**src/rtl/alert_pkg.sv**
```systemverilog
// Shared types and 50 MHz timing defaults for the reminder alert responder.
package alert_pkg;

   typedef enum logic [1:0] {IDLE, ALERT, ESCALATE, SNOOZE} alert_state_t;

   localparam int DEF_DEBOUNCE_CYCLES   = 500_000;
   localparam int DEF_BLINK_HALF_CYCLES = 12_500_000;
   localparam int DEF_ESCALATE_CYCLES   = 500_000_000;
   localparam int DEF_SNOOZE_CYCLES     = 1_500_000_000;
   localparam int DEF_MAX_SNOOZE        = 3;

   localparam int SYNC_STAGES = 2;

   // Bits needed for a counter running 0 .. n-1 (never narrower than one bit).
   function automatic int cnt_w(input int n);
      return (n < 2) ? 1 : $clog2(n);
   endfunction

   function automatic int max3(input int a, input int b, input int c);
      int m;
      m = (a > b) ? a : b;
      return (m > c) ? m : c;
   endfunction

endpackage

```
**src/rtl/btn_debounce.sv**
```systemverilog
// Active-low push-button debouncer: synchronizes the raw key and emits a one-cycle
// press pulse only on an accepted high-to-low transition.
module btn_debounce
   import alert_pkg::*;
#(
   parameter int DEBOUNCE_CYCLES = DEF_DEBOUNCE_CYCLES
) (
   input  logic clk,
   input  logic reset,
   input  logic btn_n,
   output logic press
);

   localparam int CW = cnt_w(DEBOUNCE_CYCLES);

   logic [SYNC_STAGES-1:0] sync;
   logic                   stable;
   logic [CW-1:0]          cnt;

   // The counter only runs while the synchronized key disagrees with the accepted level.
   always_ff @(posedge clk or negedge reset) begin
      if (!reset) begin
         sync   <= '1;
         stable <= 1'b1;
         cnt    <= '0;
         press  <= 1'b0;
      end else begin
         sync  <= {sync[SYNC_STAGES-2:0], btn_n};
         press <= 1'b0;
         if (sync[SYNC_STAGES-1] == stable) begin
            cnt <= '0;
         end else if (cnt == CW'(DEBOUNCE_CYCLES - 1)) begin
            stable <= sync[SYNC_STAGES-1];
            cnt    <= '0;
            press  <= ~sync[SYNC_STAGES-1];
         end else begin
            cnt <= cnt + CW'(1);
         end
      end
   end

endmodule

```
**src/rtl/reminder_alert.sv**
```systemverilog
// Reminder alert responder: blinking LED on a remind edge, ack/snooze keys, and an
// escalating buzzer compiled in only when REMINDER_ALERT_BUZZER_EN is defined.
//
// state    | meaning
// IDLE     | nothing pending
// ALERT    | remind seen, LED blinking
// ESCALATE | alert left unanswered, buzzer follows LED
// SNOOZE   | alert muted for SNOOZE_CYCLES
module reminder_alert
   import alert_pkg::*;
#(
   parameter int DEBOUNCE_CYCLES   = DEF_DEBOUNCE_CYCLES,
   parameter int BLINK_HALF_CYCLES = DEF_BLINK_HALF_CYCLES,
   parameter int ESCALATE_CYCLES   = DEF_ESCALATE_CYCLES,
   parameter int SNOOZE_CYCLES     = DEF_SNOOZE_CYCLES,
   parameter int MAX_SNOOZE        = DEF_MAX_SNOOZE
) (
   input  logic                            clk,
   input  logic                            reset,
   input  logic                            remind,
   input  logic                            ack_btn,
   input  logic                            snooze_btn,
   output logic                            led,
   output logic                            buzzer,
   output logic                            alerting,
   output logic                            snoozed,
   output logic [$clog2(MAX_SNOOZE+1)-1:0] snooze_cnt
);

   localparam int SNZ_W = $clog2(MAX_SNOOZE + 1);
   localparam int TMR_W = cnt_w(max3(BLINK_HALF_CYCLES, SNOOZE_CYCLES, ESCALATE_CYCLES));

   alert_state_t           state;
   logic [SYNC_STAGES-1:0] rem_sync;
   logic [SYNC_STAGES-1:0] warm;
   logic                   rem_s, rem_prev, rem_rise;
   logic                   ack_press, snooze_press;
   logic [TMR_W-1:0]       blink_cnt, snz_tmr;
   logic                   in_alert, blink_tc, snz_tc, snz_ok, leave, led_nx, esc_tc;

   btn_debounce #(.DEBOUNCE_CYCLES(DEBOUNCE_CYCLES)) u_ack_db (
      .clk   (clk),
      .reset (reset),
      .btn_n (ack_btn),
      .press (ack_press)
   );

   btn_debounce #(.DEBOUNCE_CYCLES(DEBOUNCE_CYCLES)) u_snooze_db (
      .clk   (clk),
      .reset (reset),
      .btn_n (snooze_btn),
      .press (snooze_press)
   );

   // rem_prev holds 1 until the chain carries real samples, so a remind already
   // high when reset releases reads as a level and never as a rising edge.
   always_ff @(posedge clk or negedge reset) begin
      if (!reset) begin
         rem_sync <= '0;
         warm     <= '0;
         rem_prev <= 1'b1;
      end else begin
         rem_sync <= {rem_sync[SYNC_STAGES-2:0], remind};
         warm     <= {warm[SYNC_STAGES-2:0], 1'b1};
         rem_prev <= warm[SYNC_STAGES-1] ? rem_s : 1'b1;
      end
   end

   assign rem_s    = rem_sync[SYNC_STAGES-1];
   assign rem_rise = rem_s & ~rem_prev;
   assign in_alert = (state == ALERT) || (state == ESCALATE);
   assign blink_tc = (blink_cnt == TMR_W'(BLINK_HALF_CYCLES - 1));
   assign snz_tc   = (snz_tmr == TMR_W'(SNOOZE_CYCLES - 1));
   assign snz_ok   = snooze_press && (snooze_cnt < SNZ_W'(MAX_SNOOZE));
   assign leave    = ~rem_s | ack_press | snz_ok;
   assign led_nx   = led ^ blink_tc;

`ifdef REMINDER_ALERT_BUZZER_EN
   logic [TMR_W-1:0] esc_cnt;

   assign esc_tc = (esc_cnt == TMR_W'(ESCALATE_CYCLES - 1));

   // Held at zero outside ALERT/ESCALATE, so every entry restarts the escalation window.
   always_ff @(posedge clk or negedge reset) begin
      if (!reset) begin
         esc_cnt <= '0;
         buzzer  <= 1'b0;
      end else begin
         if (!in_alert)
            esc_cnt <= '0;
         else if (!esc_tc)
            esc_cnt <= esc_cnt + TMR_W'(1);
         buzzer <= in_alert & ~leave & esc_tc & led_nx;
      end
   end
`else
   assign esc_tc = 1'b0;
   assign buzzer = 1'b0;
`endif

   always_ff @(posedge clk or negedge reset) begin
      if (!reset) begin
         state      <= IDLE;
         led        <= 1'b0;
         alerting   <= 1'b0;
         snoozed    <= 1'b0;
         snooze_cnt <= '0;
         blink_cnt  <= '0;
         snz_tmr    <= '0;
      end else begin
         case (state)
            IDLE: begin
               if (rem_rise) begin
                  state      <= ALERT;
                  alerting   <= 1'b1;
                  led        <= 1'b1;
                  blink_cnt  <= '0;
                  snooze_cnt <= '0;
               end
            end
            ALERT, ESCALATE: begin
               if (!rem_s || ack_press) begin
                  state    <= IDLE;
                  alerting <= 1'b0;
                  led      <= 1'b0;
               end else if (snz_ok) begin
                  state      <= SNOOZE;
                  alerting   <= 1'b0;
                  snoozed    <= 1'b1;
                  led        <= 1'b0;
                  snooze_cnt <= snooze_cnt + SNZ_W'(1);
                  snz_tmr    <= '0;
               end else begin
                  led       <= led_nx;
                  blink_cnt <= blink_tc ? '0 : blink_cnt + TMR_W'(1);
                  if (esc_tc)
                     state <= ESCALATE;
               end
            end
            SNOOZE: begin
               if (!rem_s) begin
                  state   <= IDLE;
                  snoozed <= 1'b0;
               end else if (snz_tc) begin
                  state     <= ALERT;
                  snoozed   <= 1'b0;
                  alerting  <= 1'b1;
                  led       <= 1'b1;
                  blink_cnt <= '0;
               end else begin
                  snz_tmr <= snz_tmr + TMR_W'(1);
               end
            end
            default: state <= IDLE;
         endcase
      end
   end

endmodule

```
**config.mk**
```make
export PLATFORM = sky130hd
export DESIGN_NAME = reminder_alert
export DESIGN_NICKNAME = d
export VERILOG_FILES = /design/src/rtl/alert_pkg.sv /design/src/rtl/btn_debounce.sv /design/src/rtl/reminder_alert.sv
export SDC_FILE = /design/constraint.sdc
export NUM_CORES = 1
export LEC_CHECK = 0
export BUFFER_PORTS_ARGS = -buffer_cell sky130_fd_sc_hd__clkbuf_2
export CAP_MARGIN = 15
export CORE_ASPECT_RATIO = 1.2
export CORE_MARGIN = 8
export CORE_UTILIZATION = 40
export CTS_CLUSTER_SIZE = 10
export DETAILED_ROUTE_END_ITERATION = 7
export GPL_TIMING_DRIVEN = 1
export PLACE_DENSITY = 0.64
export SYNTH_ARGS = -nofsm -noshare
export SYNTH_HDL_FRONTEND = slang
export SYNTH_SLANG_ARGS = --single-unit
```
**constraint.sdc**
```tcl
create_clock -name clk -period 3.4 [get_ports clk]
set_input_delay 0.17 -clock clk [delete_from_list [all_inputs] [get_ports clk]]
set_output_delay 0.17 -clock clk [all_outputs]
set_load 0.01 [all_outputs]
```
After elaboration in Yosys (flattened, before gate mapping)
Index checks and enable logic that the tools add are counted.
{"block": "word_totals", "ff_bits": 120, "latch_bits": 0, "mem_bits_rw": 0, "mem_bits_ro": 0, "mem_count": 0}
{"block": "classes", "add_sub_neg": 5, "mul": 0, "div": 0, "order_cmp": 1, "eq_ne": 18, "shift": 0, "mux": 45, "n_bitwise": 7, "n_reduce_logical": 16}
{"op": "$mux W31", "count": 10}
{"op": "$pmux W31 S3", "count": 1}
{"op": "$mux W19", "count": 4}
{"op": "$add A31 B1 Y31 const B", "count": 2}
{"op": "$pmux W31 S2", "count": 1}
{"op": "$add A19 B1 Y19 const B", "count": 2}
{"op": "$eq A19 B19 Y1 const B", "count": 2}
{"op": "$eq A31 B24 Y1 const B", "count": 1}
{"op": "$eq A31 B31 Y1 const B", "count": 1}
{"op": "$mux W1", "count": 16}
{"op": "$mux W2", "count": 8}
{"op": "$ne A2 B2 Y1 const B", "count": 7}
{"op": "$reduce_and A4 Y1", "count": 3}
{"op": "$reduce_and A5 Y1", "count": 2}
{"op": "$ne A3 B3 Y1 const B", "count": 2}
{"op": "$pmux W1 S3", "count": 2}
{"op": "$pmux W2 S3", "count": 1}
{"op": "$reduce_and A3 Y1", "count": 2}
{"op": "$not A1 Y1", "count": 5}
{"op": "$eq A2 B2 Y1 const B", "count": 2}
{"op": "$pmux W2 S2", "count": 1}
{"op": "$reduce_and A2 Y1", "count": 2}
{"op": "$reduce_bool A2 Y1", "count": 2}
{"op": "$add A2 B1 Y2 const B", "count": 1}
{"op": "11 further kinds", "count": 12}

Depth between registers and ports, before layout
{"block": "depth", "ltp_word": 5, "ltp_mapped": 12, "depth_no_buf": 7}

Cells and area by module
From an unflattened synthesis, not the netlist that was laid out.
{"block": "hier_totals", "cells_unflattened": 690, "hier_area_um2": 6422.4}
{"module": "reminder_alert", "n_inst": 1, "cells_per_inst": 470, "area_each_um2": 4177.8}
{"module": "btn_debounce", "n_inst": 2, "cells_per_inst": 110, "area_each_um2": 1122.3}

Least setup slack after synthesis
OpenSTA, ideal clock, no wires.
{"block": "synth_timing", "kind": "register to register", "start": "reg snooze_cnt[0]", "end": "reg snz_tmr[17]", "setup_ps": 128, "arrival_time_ps": 2344, "setup_slack_ps": 928, "stages_incl_launch_ff": 12, "path_buffers": 4, "cell_sequence": "dfrtp_1 -> ha_1 -> nand4bb_1 -> clkbuf_1 -> mux2_2 -> or2_2 -> clkbuf_1 -> a21o_1 -> buf_2 -> buf_2 -> o21ai_0 -> o31ai_1"}
{"block": "synth_via", "elab_chain_cells": 4}
{"element": "from (decl)", "line": "reminder_alert.sv:27", "source": "output logic [$clog2(MAX_SNOOZE+1)-1:0] snooze_cnt"}
{"element": "from (signal assigned)", "line": "reminder_alert.sv:131", "source": "snooze_cnt <= snooze_cnt + SNZ_W'(1);"}
{"element": "$lt A2 B2 Y1", "line": "reminder_alert.sv:74", "source": "assign snz_ok = snooze_press && (snooze_cnt < SNZ_W'(MAX_SNOOZE));"}
{"element": "$logic_and A1 B1 Y1", "line": "reminder_alert.sv:74"}
{"element": "$ne A2 B2 Y1 (no line)"}
{"element": "$reduce_and A5 Y1 (no line)"}
{"element": "to (signal assigned)", "line": "reminder_alert.sv:151", "source": "snz_tmr <= snz_tmr + TMR_W'(1);"}
{"element": "to (decl)", "line": "reminder_alert.sv:38", "source": "logic [TMR_W-1:0] blink_cnt, snz_tmr;"}
Every way passes these cells.
A chain may end at the register's enable or synchronous reset.

Worst setup path after layout
{"block": "layout_timing", "start": "reg snz_tmr[14]", "end": "reg snz_tmr[18]"}
{"block": "layout_via", "elab_chain_cells": 4, "elab_cells_between_ends": 7, "classes_between": "add/sub (1); eq/ne (2); mux (3); reduce/logical (1)"}
{"element": "$add A31 B1 Y31", "line": "reminder_alert.sv:151"}
{"element": "$mux W31", "line": "reminder_alert.sv:144", "source": "end else if (snz_tc) begin"}
{"element": "$mux W31", "line": "reminder_alert.sv:141", "source": "if (!rem_s) begin"}
{"element": "$pmux W31 S2", "line": "reminder_alert.sv:111", "source": "case (state)"}
Parallel ways exist; a longest one is shown, timed or not. The select of a mux whose other input is x is not followed.

==> results by group <==
Status
  • Status: complete, no violations

Global routing
  • Vias in the first global route: 5145
  • Tot GR Track Use: 14.1%
  • Pin count of the biggest net entering global routing: a little over 70
  • Grt ovf: 0
  • Initial antenna violation count: 0
  • First-pass GRT wire length: 23800 µm

Critical path
  • Crit start category: register
  • Critical path class: register to register
  • Crit. End Element: register
  • Reg2Reg Setup Slack: 0.67 ns
  • Reg2reg start: snz_tmr[14]
  • Critical path peak fanout: 18
  • Critical path data required time: 3.70 ns
  • Reg2Reg Depth: 6
  • RR Endpoint: snz_tmr[18]
  • Crit path from: snz_tmr[14]
  • CP arrival: 3.03 ns

Routing
  • Wirelength, routed: approximately 14000 µm
  • DRT Pass-1 Iters: 5
  • Final ANT Viol Nets: 0
  • Routed vias: 5190
  • Drt wl/cell: 15.2 µm
  • Routed vias/inst: 5.68
  • Remaining DRCs: 0
  • Iter 0 DRT Violations: between 300 and 400

Die
  • Die area: 20300 µm²
  • I/O pin count: 11
  • FP Rows: 50
  • Core Area: 15600 µm²
  • DIE WIDTH: 131 µm
  • Die height: between 150 and 200 µm
  • Starting density of the core: between 40% and 50%

Synth
  • Synthesis-stage register bit count: 120
  • Post-synthesis cell area: 6390 µm²
  • Mapped Avg Cell Area: 9.34 µm²
  • Sequential share of the synthesized area: 47.1%
  • Mapped Nets: 697
  • Cells after Synth: 684
  • Most common flop cell mapped by yosys: dfrtp_1
  • Ys Warns: 0
  • Ys async rst share: 100%
  • Number of synthesized flops with an enable pin: 0
  • Distinct cells, synth: 67

Clocking
  • Clock Latency Late Sink: 0.42 ns
  • Setup bufs post-CTS: 0
  • CTS tree: built
  • Sink Count: 120
  • CTS root buf: clkbuf_16
  • Max Buffers Root-to-Sink: 2
  • H-tree levels: 4
  • CTS Buf Count: 17
  • Clock-pin slew of the registers on the worst-case setup and hold paths: roughly 0.06 ns

Power
  • Clock share of power: between 40% and 50%
  • Net Sw Power: around 1.2 mW
  • Pleak: 2.97 nW
  • Comb power frac: 18.9%
  • Cell internal pwr: 3.01 mW
  • Pwr per Cell Area: 583 nW/µm²
  • Reg power frac: 36.4%
  • Worst vdd ir: 0.000397 V
  • Switch share: between 20% and 30%

Timing
  • Worst Tran Pin Value: 0.788 ns
  • Final period utilization: between 80% and 90%
  • FMAX: ~370 MHz
  • Worst relative slew slack: 47.2%
  • RSZ-0062 raised after global routing: no
  • Setup-failing EPs final: 0
  • Final max-slew violation count: 0
  • Tmin final: about 2.7 ns
  • Setup TNS: 0 ns
  • Clock Skews: 0.00992 ns
  • Final Hold Viols: 0

Hold path
  • HP Start: rem_sync[0]
  • Hold crit path type: register to register
  • Hold Path Sink: rem_sync[1]
  • Cell depth of the worst hold path: 0

Cells and area
  • ANT cells: 0
  • Area added between synthesis and finish: 13.3%
  • Finished Cell Area: 7240 µm²
  • Layout cells sized above 1: between 10% and 20%
  • NumNets Final: 706

Placement
  • Final Wtd Congestion: 0.822
  • Placement Cell Area: roughly 6600 µm²
  • PortBufs: 9
  • Post-DP HPWL: between 9000 and 10000 µm

Flow run
  • Max Cap Violations: 0
==> power groups by stage <==
stage | Sequential, mW | Combinational [mW] | Clock [mW]
floorplan | 1.55 | 0.634 | 0
global placement | 1.56 | 0.774 | 0
detailed placement | 1.56 | 0.790 | 0
CTS | 1.54 | 0.799 | 1.91
global route | 1.54 | 0.901 | 1.98
finish | 1.54 | 0.799 | 1.88
==> cells in the final DEF, fill, tap and decap left out, types with 5 or more instances in the layout <==
cell type  instances
nand2b_1           9
ha_1               8
and4_1             8
a31oi_1           10
nand2_1           71
nor4_1            10
nand4b_1           5
nor4b_1            6
nand3_1           43
o41ai_1            6
dfrtp_1          113
a22o_1             7
o31ai_1           22
clkbuf_2           8
nor2_1            73
clkbuf_16         17
mux2i_1            5
and3_1            11
xor2_1            22
inv_1             17
o211ai_1           6
clkbuf_8           5
buf_4              8
a21oi_1           22
xnor2_1           13
o21ai_0           60
dfstp_2            7
nand4_1           18
nor3_1            20
==> final cells by class <==
class | instances | area, µm²
Timing Repair Buffer | 21 | 160
Tap cell | 208 | 260
Clock buffer | 26 | 509
Sequential cell | 120 | 3010
Inverter | 17 | 63.8
Clock inverter | 6 | 111
Fill cell | 1518 | 8400
Multi-Input combinational cell | 516 | 3120
==> routing by layer <==
| layer | wire, µm | vias up | part of all wire, % | global-route usage [%] |
|---|---|---|---|---|
| met2 | 6910 | 97 | 50 | 23.9 |
| met5 | 0 | - | 0 | 0 |
| li1 | - | 2501 | - | - |
| met3 | 527 | 26 | 3.8 | 3.95 |
| met1 | 6250 | 2566 | 45 | 16.6 |
| met4 | 243 | 0 | 1.7 | 5.59 |
==> registers in the layout, indices dropped and copies added (netlist names) <==
register,cells
u_snooze_db.stable,1
rem_prev,1
u_ack_db.sync,2
u_snooze_db.sync,2
u_ack_db.stable,1
alerting,1
u_ack_db.cnt,19
snoozed,1
rem_sync,2
led,1
warm,2
u_snooze_db.press,1
snz_tmr,31
blink_cnt,31
u_snooze_db.cnt,19
u_ack_db.press,1
state,2
snooze_cnt,2
==> metrics by stage <==
| step | std cells | utilization [%] | setup slack, ns | hold slack, ns | total power, mW |
|---|---|---|---|---|---|
| after global routing | 914 | 46.3 | 0.560 | 0.356 | 4.42 |
| after global placement | 878 | 42.0 | 0.793 | 0.259 | 2.33 |
| final | 914 | 46.3 | 0.670 | 0.354 | 4.22 |
| after detailed placement | 878 | 42.0 | 0.711 | 0.259 | 2.35 |
| after CTS | 914 | 46.3 | 0.714 | 0.355 | 4.24 |
| after floorplan | 684 | - | 0.928 | -0.126 | 2.19 |
==> Yosys cell counts (3+ instances only) <==
cell	n	area (µm²)
xnor2_1	13	114
nor3b_1	4	30.0
a21o_1	4	30.0
a31oi_1	10	62.6
and3_1	11	68.8
nand2_1	71	267
o21ai_0	60	300
nor4_1	10	62.6
o211ai_1	6	45.0
nor2_1	73	274
clkbuf_1	15	56.3
nand4b_1	5	43.8
nand2b_1	9	56.3
mux2i_1	5	50.1
and4_1	8	70.1
nor4b_1	6	52.6
nand4_1	18	113
nor2b_1	4	25.0
inv_1	17	63.8
dfstp_2	7	184
o41ai_1	6	52.6
a22o_1	7	61.3
nand3_1	43	215
o31ai_1	22	165
xor2_1	22	193
dfrtp_1	113	2830
nand3b_1	4	30.0
buf_6	4	45.0
a41oi_1	3	26.3
nor3_1	20	100
a21oi_1	22	110
or2_2	3	18.8
buf_2	3	15.0
ha_1	8	100
mux2_2	4	45.0
==> worst max path at each step <==
stage                  end  slack (ns)  cells past startpoint
6_report       snz_tmr[18]        0.67                      6
4_1_cts        snz_tmr[18]        0.71                      6
3_3_place_gp   snz_tmr[18]        0.79                      6
2_1_floorplan  snz_tmr[17]        0.93                     11
5_1_grt        snz_tmr[18]        0.56                      6
3_5_place_dp   snz_tmr[18]        0.71                      6
==> timing repair <==
item / in CTS / in global routing
hold buffers: 4 / 0
hold endpoints to repair: 53 / 0
gates resized for setup: 0 / 0
==> worst max-delay path, cell delays in order, from the launching register on <==
cell and delay (ns):
dfrtp_1 0.44, nor4b_1 0.50, nand4_1 0.23, nor4_2 0.54, a21o_1 0.55, nor4_1 0.11
a211o_1 0.24
==> cells by family (layout without fill, tap and decap cells) <==
logic type               count (synthesis)  in the layout  share of synthesized area (%)
AO/OA/AOI/OAI                          155            155                           15.6
XOR/XNOR                                35             35                           4.80
adder cells (fa/ha/maj)                  8              8                           1.57
buffers and inverters                   48             70                           4.03
flip-flops                             120            120                           47.1
multiplexers                             9              9                           1.49
other                                    2              2                          0.118
AND/OR/NAND/NOR                        307            307                           25.3
(Power assumes the default switching activity.)
